File: src/rtl/api_pll_sched_pkg.sv
// Shared types and field layout for the PLL-configuration scheduler.
// An entry packs three 32-bit PLL words above an 8-bit {chip, miner} target.
package api_define;

    localparam int PLLF_W    = 104;
    localparam int PLL_WORDS = 3;
    localparam int MINER_LSB = 0;
    localparam int CHIP_LSB  = 4;
    localparam int W0_LSB    = 8;
    localparam int W1_LSB    = 40;
    localparam int W2_LSB    = 72;

    localparam logic [1:0] CFG_COMMIT = 2'd3;

    typedef logic [PLLF_W-1:0] pllf_t;
    typedef logic [PLL_WORDS-1:0][31:0] stage_t;

    function automatic pllf_t pack_entry(
        input stage_t     w,
        input logic [7:0] tgt
    );
        pllf_t e;
        e = '0;
        e[W2_LSB +: 32]   = w[2];
        e[W1_LSB +: 32]   = w[1];
        e[W0_LSB +: 32]   = w[0];
        e[CHIP_LSB +: 4]  = tgt[7:4];
        e[MINER_LSB +: 4] = tgt[3:0];
        return e;
    endfunction

endpackage

File: src/rtl/api_pll_sched_if.sv
// CPU staging port plus the chain-controller PLL feed.
// master = CPU/controller side, slave = scheduler.
interface api_pll_sched_if;
    import api_define::*;

    logic              cfg_wr_en;
    logic [1:0]        cfg_wr_addr;
    logic [31:0]       cfg_wr_data;
    logic              load_adv;
    logic              pllf_rd_en;
    logic [PLLF_W-1:0] pllf_dout;
    logic              reg_pllf_empty;
    logic              cfg_full;
    logic              cfg_ovf;
    logic [7:0]        done_cnt;
    logic [7:0]        drop_cnt;

    modport master (
        output cfg_wr_en, cfg_wr_addr, cfg_wr_data,
        output load_adv, pllf_rd_en,
        input  pllf_dout, reg_pllf_empty,
        input  cfg_full, cfg_ovf,
        input  done_cnt, drop_cnt
    );

    modport slave (
        input  cfg_wr_en, cfg_wr_addr, cfg_wr_data,
        input  load_adv, pllf_rd_en,
        output pllf_dout, reg_pllf_empty,
        output cfg_full, cfg_ovf,
        output done_cnt, drop_cnt
    );

endinterface

File: src/rtl/api_pllf_fifo.sv
// Show-ahead FIFO for PLL entries; head is visible whenever not empty.
// Callers must not push when full (unless popping) nor pop when empty.
module api_pllf_fifo #(
    parameter int W     = 104,
    parameter int DEPTH = 4
) (
    input  logic         clk,
    input  logic         rst,
    input  logic         clr_i,
    input  logic         push_i,
    input  logic [W-1:0] din_i,
    input  logic         pop_i,
    output logic [W-1:0] dout_o,
    output logic         empty_o,
    output logic         full_o
);

    localparam int PW = $clog2(DEPTH);

    logic [W-1:0]  mem_q [DEPTH];
    logic [PW-1:0] wp_q;
    logic [PW-1:0] rp_q;
    logic [PW:0]   cnt_q;

    always_ff @(posedge clk) begin
        if (push_i) mem_q[wp_q] <= din_i;
    end

    always_ff @(posedge clk or posedge rst) begin
        if (rst) begin
            wp_q  <= '0;
            rp_q  <= '0;
            cnt_q <= '0;
        end else if (clr_i) begin
            wp_q  <= '0;
            rp_q  <= '0;
            cnt_q <= '0;
        end else begin
            if (push_i) wp_q <= wp_q + 1'b1;
            if (pop_i)  rp_q <= rp_q + 1'b1;
            case ({push_i, pop_i})
                2'b10:   cnt_q <= cnt_q + 1'b1;
                2'b01:   cnt_q <= cnt_q - 1'b1;
                default: cnt_q <= cnt_q;
            endcase
        end
    end

    assign empty_o = (cnt_q == '0);
    assign full_o  = (cnt_q == (PW+1)'(DEPTH));
    // Empty reads as zero so the feed is clean after reset.
    assign dout_o  = empty_o ? '0 : mem_q[rp_q];

endmodule

File: src/rtl/api_pll_sched.sv
// PLL-configuration scheduler: stages CPU words, queues entries, feeds
// the chain controller three words at a time and drops stale heads.
module api_pll_sched
    import api_define::*;
#(
    parameter int DEPTH      = 4,
    parameter int MAX_ROUNDS = 12,
    parameter int ROUND_LEN  = 10
) (
    input  logic            clk,
    input  logic            rst,
    input  logic            reg_rst,
    api_pll_sched_if.slave  bus
);

    localparam int AW = $clog2(ROUND_LEN);
    localparam int RW = $clog2(MAX_ROUNDS + 1);

    stage_t        stg_q, stg_d;
    logic [1:0]    widx_q, widx_d;
    logic [AW-1:0] adv_q, adv_d;
    logic [RW-1:0] rnd_q, rnd_d;
    logic          ovf_q, ovf_d;
    logic [7:0]    done_q, done_d;
    logic [7:0]    drop_q, drop_d;

    logic  f_empty, f_full;
    pllf_t f_dout;
    pllf_t entry;
    logic  commit, rd_ok, cons, drop, pop, push;

    always_comb begin
        commit = bus.cfg_wr_en && (bus.cfg_wr_addr == CFG_COMMIT);
        rd_ok  = bus.pllf_rd_en && !f_empty;
        cons   = rd_ok && (widx_q == 2'd2);
        // A partially read head is never dropped; read pulses win.
        drop   = !f_empty && !bus.pllf_rd_en && (widx_q == 2'd0)
                 && (rnd_q == RW'(MAX_ROUNDS));
        pop    = cons || drop;
        push   = commit && (!f_full || pop);
        entry  = pack_entry(stg_q, bus.cfg_wr_data[7:0]);
    end

    always_comb begin
        stg_d  = stg_q;
        widx_d = widx_q;
        adv_d  = adv_q;
        rnd_d  = rnd_q;
        ovf_d  = ovf_q;
        done_d = done_q;
        drop_d = drop_q;

        if (bus.cfg_wr_en) begin
            case (bus.cfg_wr_addr)
                2'd0:    stg_d[0] = bus.cfg_wr_data;
                2'd1:    stg_d[1] = bus.cfg_wr_data;
                2'd2:    stg_d[2] = bus.cfg_wr_data;
                default: stg_d    = stg_q;
            endcase
        end

        if (commit && !push) ovf_d = 1'b1;

        if (rd_ok) widx_d = cons ? 2'd0 : widx_q + 2'd1;

        if (cons) done_d = done_q + 8'd1;
        if (drop) drop_d = drop_q + 8'd1;

        // Rotation age belongs to the current head only.
        if (f_empty || pop) begin
            adv_d = '0;
            rnd_d = '0;
        end else if (bus.load_adv) begin
            if (adv_q == AW'(ROUND_LEN - 1)) begin
                adv_d = '0;
                if (rnd_q != RW'(MAX_ROUNDS)) rnd_d = rnd_q + 1'b1;
            end else begin
                adv_d = adv_q + 1'b1;
            end
        end

        if (reg_rst) begin
            stg_d  = '0;
            widx_d = '0;
            adv_d  = '0;
            rnd_d  = '0;
            ovf_d  = 1'b0;
            done_d = '0;
            drop_d = '0;
        end
    end

    always_ff @(posedge clk or posedge rst) begin
        if (rst) begin
            stg_q  <= '0;
            widx_q <= '0;
            adv_q  <= '0;
            rnd_q  <= '0;
            ovf_q  <= 1'b0;
            done_q <= '0;
            drop_q <= '0;
        end else begin
            stg_q  <= stg_d;
            widx_q <= widx_d;
            adv_q  <= adv_d;
            rnd_q  <= rnd_d;
            ovf_q  <= ovf_d;
            done_q <= done_d;
            drop_q <= drop_d;
        end
    end

    api_pllf_fifo #(
        .W     (PLLF_W),
        .DEPTH (DEPTH)
    ) u_fifo (
        .clk     (clk),
        .rst     (rst),
        .clr_i   (reg_rst),
        .push_i  (push),
        .din_i   (entry),
        .pop_i   (pop),
        .dout_o  (f_dout),
        .empty_o (f_empty),
        .full_o  (f_full)
    );

    assign bus.pllf_dout      = f_dout;
    assign bus.reg_pllf_empty = f_empty;
    assign bus.cfg_full       = f_full;
    assign bus.cfg_ovf        = ovf_q;
    assign bus.done_cnt       = done_q;
    assign bus.drop_cnt       = drop_q;

endmodule
File: src/flat_wrapper.sv
// flat-port wrapper written by rule: the top's interface ports become plain ports
module api_pll_sched_flat import api_define::*;
#(
    parameter int DEPTH      = 4,
    parameter int MAX_ROUNDS = 12,
    parameter int ROUND_LEN  = 10
)
  (clk, rst, reg_rst, bus_cfg_wr_en, bus_cfg_wr_addr, bus_cfg_wr_data, bus_load_adv, bus_pllf_rd_en, bus_pllf_dout, bus_reg_pllf_empty, bus_cfg_full, bus_cfg_ovf, bus_done_cnt, bus_drop_cnt);
  api_pll_sched_if bus_i ();
  input  logic clk;
  input  logic rst;
  input  logic reg_rst;
  input wire logic [$bits(bus_i.cfg_wr_en)-1:0] bus_cfg_wr_en;
  input wire logic [$bits(bus_i.cfg_wr_addr)-1:0] bus_cfg_wr_addr;
  input wire logic [$bits(bus_i.cfg_wr_data)-1:0] bus_cfg_wr_data;
  input wire logic [$bits(bus_i.load_adv)-1:0] bus_load_adv;
  input wire logic [$bits(bus_i.pllf_rd_en)-1:0] bus_pllf_rd_en;
  output wire logic [$bits(bus_i.pllf_dout)-1:0] bus_pllf_dout;
  output wire logic [$bits(bus_i.reg_pllf_empty)-1:0] bus_reg_pllf_empty;
  output wire logic [$bits(bus_i.cfg_full)-1:0] bus_cfg_full;
  output wire logic [$bits(bus_i.cfg_ovf)-1:0] bus_cfg_ovf;
  output wire logic [$bits(bus_i.done_cnt)-1:0] bus_done_cnt;
  output wire logic [$bits(bus_i.drop_cnt)-1:0] bus_drop_cnt;
  assign bus_i.cfg_wr_en = bus_cfg_wr_en;
  assign bus_i.cfg_wr_addr = bus_cfg_wr_addr;
  assign bus_i.cfg_wr_data = bus_cfg_wr_data;
  assign bus_i.load_adv = bus_load_adv;
  assign bus_i.pllf_rd_en = bus_pllf_rd_en;
  assign bus_pllf_dout = bus_i.pllf_dout;
  assign bus_reg_pllf_empty = bus_i.reg_pllf_empty;
  assign bus_cfg_full = bus_i.cfg_full;
  assign bus_cfg_ovf = bus_i.cfg_ovf;
  assign bus_done_cnt = bus_i.done_cnt;
  assign bus_drop_cnt = bus_i.drop_cnt;
  api_pll_sched #(.DEPTH(DEPTH), .MAX_ROUNDS(MAX_ROUNDS), .ROUND_LEN(ROUND_LEN)) u_core (.clk(clk), .rst(rst), .reg_rst(reg_rst), .bus(bus_i));
endmodule
File: config.mk
export PLATFORM = sky130hd
export DESIGN_NAME = api_pll_sched_flat
export DESIGN_NICKNAME = d
export VERILOG_FILES = /design/src/rtl/api_pll_sched_pkg.sv /design/src/rtl/api_pll_sched_if.sv /design/src/rtl/api_pllf_fifo.sv /design/src/rtl/api_pll_sched.sv /design/src/flat_wrapper.sv
export SDC_FILE = /design/constraint.sdc
export NUM_CORES = 1
export LEC_CHECK = 0
export ABC_AREA = 1
export CORE_UTILIZATION = 39
export CTS_CLUSTER_SIZE = 16
export DETAILED_ROUTE_END_ITERATION = 8
export PLACE_DENSITY = 0.55
export SLEW_MARGIN = 25
export SYNTH_ARGS = -nofsm -noshare
export SYNTH_HDL_FRONTEND = slang
export SYNTH_SLANG_ARGS = --single-unit
File: constraint.sdc
create_clock -name clk -period 7.35 [get_ports clk]
set_input_delay 1.47 -clock clk [delete_from_list [all_inputs] [get_ports clk]]
set_output_delay 1.47 -clock clk [all_outputs]
set_load 0.1 [all_outputs]
==> metrics.log, run 1 <==
INFO  metric ys_seq_area_frac = 0.719
INFO  metric totalWireLength = 55.7 mm
INFO  metric final.min_clock_period = 5.74 ns
INFO  metric gp_congestion = roughly 0.76
INFO  metric boundary_pin_count = 163
INFO  metric yosys.area_share.adder = 0.00663
INFO  metric clk-insertion-delay-late = 0.61 ns
INFO  metric pin_count_of_the_biggest_net_entering_global_routing = 212
INFO  metric vias_in_the_first_global_route = between 10000 and 15000
INFO  metric timing.critical_path.from_type = flop
INFO  metric worst-setup-path-type = flop to primary output
INFO  metric grt_remaining_overflow = 0
INFO  metric max_slew.worst_pin.slew = approximately 1.1 ns
INFO  metric syn-num-nets = 1821
INFO  metric post_synth_xor_area_fraction = 0.00280
INFO  metric synth_cell_type_count = 35
INFO  metric multiInputGateArea = 5410 um^2
INFO  metric final_core_utilization = 0.473
INFO  metric first_pass_iters = 5
INFO  metric fill_cells = about 4900
INFO  metric maxCapViolCount = 0
INFO  metric fmaxAchievable = 174 MHz
INFO  metric synth_top_family_by_area = simple AND/OR/NAND/NOR gates
INFO  metric timing.critical_path.required = 5.88 ns
INFO  metric finalHoldWorstSlack = 0.509 ns
INFO  metric drt-initial-drc-count = between 900 and 1000
INFO  metric setup_total_negative_slack = 0 ns
INFO  metric floorplan.rows = between 80 and 90
INFO  metric run_status = finished clean
INFO  metric fp.dieArea = approximately 57000 um^2
INFO  metric hold_buffers = 0
INFO  metric area_delta_synth_final = 19.4%
INFO  metric synth-simple-area-share = 0.106
INFO  metric drc = 0
INFO  metric clock_tree.htree_level_count = 2
INFO  metric synth_cells = 1770
INFO  metric global_route.usage.total = 0.197
INFO  metric postLayoutSetupSlackWorst = ~1.6 ns
INFO  metric routed_vias_inst = 5.06
INFO  metric peakVddDrop = between 0.15 and 0.2 mV
INFO  metric port_buffers = approximately 160
INFO  metric numCtsBuffers = 56
INFO  metric tritoncts = built
INFO  metric horizontal_die_dimension = 239 um
INFO  metric timing.final.setup_violations = 0
INFO  metric number_of_gates_resized_after_cts = 0
INFO  metric sequential_cell_area = between 15000 and 20000 um^2
INFO  metric nets = ~2000
INFO  metric initial_antenna_violation_count = 0
INFO  metric diodes_inserted = 0
INFO  metric min_period_over_period = 0.782
INFO  metric timing_max_transition_violations_final = 0
INFO  metric yosys-mux-area-fraction = 0.0494
INFO  metric postSynthAreaPerCell = 12.4 um^2
INFO  metric cts.sink_count = 546
INFO  metric synth_compound_gate_area_share = 0.0809
INFO  metric clk_pin_slew = approximately 0.06 ns
INFO  metric cp-end-kind = primary output
INFO  metric route.vias.total = 13700
INFO  metric timing.max_slew.rel_slack = 0.277
INFO  metric hpwl_after_detailed_placement = 31.9 mm
INFO  metric cts_root_buffer = clkbuf_16
INFO  metric placeableCoreArea = 55300 um^2
INFO  metric worstHoldPathType = flop to flop
INFO  metric wire_length_of_the_first_global_routing_pass = 84.5 mm
INFO  metric drive_above_1_share = 0.108
INFO  metric rsz0062_at_grt = no
INFO  metric finClkSkew = approximately 0.014 ns
INFO  metric effective_utilization_at_floorplan = 0.396
INFO  metric syn-cell-area = 21900 um^2
INFO  metric worstPathMaxFanout = between 60 and 70
INFO  metric ctsLongestPathBuffers = 3
INFO  metric final_hold_viol_count = 0
INFO  metric fp.dieH = 239 um
INFO  metric postCtsSetupRepairBufs = 0
INFO  metric cp.arrival = ~4.3 ns
INFO  metric power_density = roughly 280 nW/um^2
INFO  metric dp_slack = between 2 and 2.5 ns
INFO  metric synthesis.yosys.warnings = 0
INFO  metric ys_ff_latch = around 550
INFO  metric static-leakage-power = roughly 9.7 nW
INFO  metric drtAntennaViolNets = 0
INFO  metric routed_wire_length_per_instance = around 20 um
[metrics by stage]
step                power [mW]  cell area (um^2)  std cells
floorplan                 4.16             21900       1770
global placement          4.42             24200       2603
detailed placement        4.43             24200       2603
CTS                       7.34             26100       2709
global route              7.51             26200       2710
finish                    7.27             26200       2710
[worst paths after layout]
path,startpoint,to,slack [ns],depth (start not counted)
setup / recovery,u_core.u_fifo.rp_q[1]$_DFFE_PP0P_,bus_pllf_dout[93],1.61,6
hold / removal,u_core.entry[80]$_DFFE_PP0P_,u_core.u_fifo.mem_q[0][80]$_DFFE_PP_,0.51,0
setup reg to reg,u_core.rnd_q[0]$_DFFE_PP0P_,u_core.u_fifo.mem_q[3][61]$_DFFE_PP_,3.91,9
hold reg to reg,u_core.entry[80]$_DFFE_PP0P_,u_core.u_fifo.mem_q[0][80]$_DFFE_PP_,0.51,0
max in group asynchronous,rst,u_core.adv_q[0]$_DFFE_PP0P_,4.62,3
min in group asynchronous,rst,u_core.entry[27]$_DFFE_PP0P_,1.40,2
[layout make-up]
class / count / area share
flip-flops and latches: 546 / 0.602
clock inverters: 28 / 0.0131
well taps: 748 / 0.0358
multi-input cells: 1042 / 0.207
inverters: 83 / 0.0126
repair buffers: 185 / 0.0701
clock buffers: 78 / 0.0594
[sequential cells by signal, summed over array words and instances (netlist names)]
register	cells
u_core.u_fifo.mem_q	416
u_core.entry	96
u_core.bus.done_cnt	8
u_core.bus.drop_cnt	8
u_core.adv_q	4
u_core.rnd_q	4
u_core.u_fifo.cnt_q	3
u_core.u_fifo.rp_q	2
u_core.u_fifo.wp_q	2
u_core.widx_q	2
u_core.bus.cfg_ovf	1
[cell usage after synthesis]
master / n / area share
o22ai_1: 2 / 0.00057
o21a_1: 1 / 0.00034
o31ai_4: 3 / 0.0029
inv_2: 6 / 0.0010
nor3_1: 7 / 0.0016
clkinv_1: 1 / 0.00017
nand2_4: 1 / 0.00051
a21oi_1: 111 / 0.025
nand3_1: 19 / 0.0043
buf_4: 3 / 0.0010
buf_2: 28 / 0.0064
xor2_1: 6 / 0.0024
o21ai_0: 222 / 0.051
a31oi_1: 1 / 0.00029
edfxtp_1: 416 / 0.57
buf_6: 7 / 0.0036
nand4_1: 7 / 0.0020
nor2_1: 478 / 0.082
nand3b_1: 1 / 0.00034
nand4_2: 1 / 0.00057
mux2_1: 21 / 0.011
or2_2: 1 / 0.00029
dfrtp_1: 130 / 0.15
fa_1: 1 / 0.00091
nand3_2: 2 / 0.00091
nor2_4: 1 / 0.00051
buf_1: 11 / 0.0019
mux2_2: 75 / 0.039
xnor2_1: 1 / 0.00040
nand2_1: 64 / 0.011
ha_1: 10 / 0.0057
inv_1: 76 / 0.013
o31ai_1: 2 / 0.00069
clkbuf_1: 50 / 0.0086
nor3_2: 4 / 0.0018
[layout by cell type (no fill, tap or decap), types with 7 or more instances in the layout]
cell,count
clkinv_2,12
o21ai_0,222
nor3_1,7
bufinv_16,7
clkbuf_16,56
a21oi_1,111
clkbuf_8,7
dfrtp_1,128
inv_1,75
clkbuf_1,15
nand4_1,7
buf_4,20
nand3_1,19
nor2_1,474
mux2_2,75
clkdlybuf4s50_1,161
ha_1,10
nand2_1,64
mux2_1,21
edfxtp_1,416
[where the power goes]
group | total, mW | internal, mW | leakage (nW) | switching, mW
clock | 2.91 | 1.72 | 0.933 | 1.19
sequential | 3.52 | 3.44 | 5.51 | 0.0773
combinational | 0.839 | 0.194 | 3.27 | 0.645
total | 7.27 | 5.36 | 9.72 | 1.91
[critical path, stage by stage, from the launching register on]
cell and delay [ns]:
dfrtp_4 1.04, inv_6 0.45, buf_4 0.41, nor2_1 0.15
o21ai_0 0.10, a21oi_1 0.24, clkdlybuf4s50_1 1.17
[metal layers]
layer,GRT usage,share of wire,up-vias,routed length [um]
li1,-,-,6417,-
met1,0.261,0.43,6877,23900
met2,0.328,0.49,345,27400
met3,0.0357,0.054,78,3000
met4,0.0649,0.026,0,1430
met5,0,0,-,0
[cell families (layout without fill, tap and decap cells)]
logic type / Yosys count / after routing
multiplexers: 96 / 96
AO/OA/AOI/OAI: 342 / 342
AND/OR/NAND/NOR: 586 / 586
adder cells (fa/ha/maj): 11 / 11
flip-flops: 546 / 546
buffers and inverters: 182 / 374
XOR/XNOR: 7 / 7
Power figures use the tool's default switching activity.
==> run 2, diff against run 1 <==
PLACE_DENSITY = 0.57   (was 0.55)
clock period = 5.05 ns   (was 7.35 ns; I/O delays follow)
==> metrics.log, run 2 (synthesis results as in run 1) <==
INFO  metric drive_above_1_share = 0.158
INFO  metric routed_vias_inst = between 4 and 5
INFO  metric gp_congestion = about 0.73
INFO  metric grt_remaining_overflow = 0
INFO  metric drtAntennaViolNets = 0
INFO  metric largest_register = u_core.u_fifo.mem_q
INFO  metric maxCapViolCount = 0
INFO  metric diodes_inserted = 0
INFO  metric postCtsSetupRepairBufs = 0
INFO  metric final_cell_mix = 474 x nor2_1, 416 x edfxtp_1, 222 x o21ai_0, 128 x dfrtp_1, 119 x buf_4
INFO  metric hpwl_after_detailed_placement = 30.6 mm
INFO  metric first_pass_iters = 5
INFO  metric clk_pin_slew = 0.06 ns
INFO  metric fill_cells = between 4000 and 5000
INFO  metric pin_count_of_the_biggest_net_entering_global_routing = 117
INFO  metric boundary_pin_count = roughly 160
INFO  metric fmaxAchievable = about 230 MHz
INFO  metric route.vias.total = 13500
INFO  metric global_route.usage.total = 0.186
INFO  metric timing.critical_path.from_type = flop
INFO  metric rsz0062_at_grt = no
INFO  metric mostFrequentLayoutCell = nor2_1
INFO  metric worstPathMaxFanout = approximately 120
INFO  metric cp.arrival = about 3.3 ns
INFO  metric hold_buffers = 0
INFO  metric totalWireLength = between 50 and 60 mm
INFO  metric finish.instance_area = about 26000 um^2
INFO  metric ctsLongestPathBuffers = 3
INFO  metric sequential_cell_area = approximately 16000 um^2
INFO  metric numCtsBuffers = 57
INFO  metric peakVddDrop = approximately 0.24 mV
INFO  metric wire_length_of_the_first_global_routing_pass = 80.5 mm
INFO  metric clock_tree.htree_level_count = 2
INFO  metric finClkSkew = ~0.027 ns
INFO  metric placed_cells_incl_taps = 2603
INFO  metric largest_register_ff_count = between 400 and 500
INFO  metric layoutNonFillerInstCount = approximately 2700
INFO  metric fp.dieH = 239 um
INFO  metric timing.final.setup_violations = 0
INFO  metric nets = 1966
INFO  metric min_period_over_period = 0.858
INFO  metric max_slew.worst_pin.slew = between 1 and 1.5 ns
INFO  metric number_of_gates_resized_after_cts = 0
INFO  metric initial_antenna_violation_count = 0
INFO  metric floorplan.rows = 86
INFO  metric power_density = about 410 nW/um^2
INFO  metric cp-end-kind = primary output
INFO  metric timing_max_transition_violations_final = 0
INFO  metric fp.dieArea = approximately 57000 um^2
INFO  metric drc = 0
INFO  metric worst-setup-path-type = flop to primary output
INFO  metric setup_total_negative_slack = 0 ns
INFO  metric drt-initial-drc-count = about 900
INFO  metric dpl_cell_area = 24000 um^2
INFO  metric cts_root_buffer = clkbuf_16
INFO  metric static-leakage-power = between 9 and 10 nW
INFO  metric vias_in_the_first_global_route = approximately 13000
INFO  metric port_buffers = between 150 and 200
INFO  metric final_hold_viol_count = 0
INFO  metric area_delta_synth_final = 18.3%
INFO  metric timing.max_slew.rel_slack = 0.306
INFO  metric cts.sink_count = ~550
INFO  metric placeableCoreArea = between 50000 and 60000 um^2
INFO  metric routed_wire_length_per_instance = between 15 and 20 um
INFO  metric final.min_clock_period = roughly 4.3 ns
INFO  metric worstHoldPathType = flop to flop
INFO  metric run_status = finished clean
INFO  metric effective_utilization_at_floorplan = 0.396
INFO  metric multiInputGateArea = approximately 5400 um^2
INFO  metric horizontal_die_dimension = approximately 240 um
INFO  metric tritoncts = built
INFO  metric timing.critical_path.required = 4.04 ns
INFO  metric clk-insertion-delay-late = roughly 0.61 ns
## run 2: changes by cell type in the layout (fill, tap and decap cells not counted), sizes merged
cell	change
clkinv	-3
clkdlybuf4s50	-104
clkbuf	+8
clkinvlp	-1
bufinv	-2
buf	+104
## run 2: worst max-delay path: stages, from the launching register on
cell	delay [ns]
dfrtp_4	0.72
inv_6	0.65
buf_12	0.42
o21ai_0	0.16
a21oi_1	0.38
buf_4	0.37
## run 2: worst paths after layout
| check | from | endpoint | slack (ns) | depth (start not counted) |
|---|---|---|---|---|
| setup / recovery | u_core.u_fifo.rp_q[0]$_DFFE_PP0P_ | bus_pllf_dout[97] | 0.72 | 5 |
| hold / removal | u_core.entry[20]$_DFFE_PP0P_ | u_core.u_fifo.mem_q[2][20]$_DFFE_PP_ | 0.49 | 0 |
| setup reg to reg | u_core.rnd_q[0]$_DFFE_PP0P_ | u_core.u_fifo.mem_q[0][20]$_DFFE_PP_ | 1.98 | 9 |
| hold reg to reg | u_core.entry[20]$_DFFE_PP0P_ | u_core.u_fifo.mem_q[2][20]$_DFFE_PP_ | 0.49 | 0 |
| max in group asynchronous | rst | u_core.entry[68]$_DFFE_PP0P_ | 3.11 | 3 |
| min in group asynchronous | rst | u_core.entry[28]$_DFFE_PP0P_ | 0.94 | 2 |
## run 2: report_power, final
| part | leakage, nW | switching [mW] | internal, mW |
|---|---|---|---|
| combinational | 3.47 | 0.943 | 0.259 |
| sequential | 5.51 | 0.119 | 5.01 |
| clock | 0.915 | 1.71 | 2.46 |
| total | 9.89 | 2.77 | 7.73 |
## run 2: final cells by class
cell class              instances  area share
multi-input cells            1042       0.209
inverters                      83      0.0126
clock inverters                22     0.00995
clock buffers                  86      0.0623
repair buffers                185      0.0625
flip-flops and latches        546       0.608
well taps                     748      0.0361
## run 2: metal layers
layer,track usage,vias to the layer above,wire length (um)
met1,0.256,6756,24000
li1,-,6438,-
met3,0.0239,64,2090
met5,0,-,0
met4,0.0517,0,1030
met2,0.308,279,26000
## run 2: through the flow
| stage | hold slack, ns | setup slack [ns] | power, mW | util |
|---|---|---|---|---|
| floorplan | 0.469 | -1.36 | 6.06 | - |
| global placement | 0.484 | 1.01 | 6.42 | 0.434 |
| detailed placement | 0.495 | 0.959 | 6.43 | 0.434 |
| CTS | 0.499 | 0.615 | 10.6 | 0.468 |
| global route | 0.537 | 0.505 | 10.8 | 0.469 |
| finish | 0.494 | 0.716 | 10.5 | 0.469 |
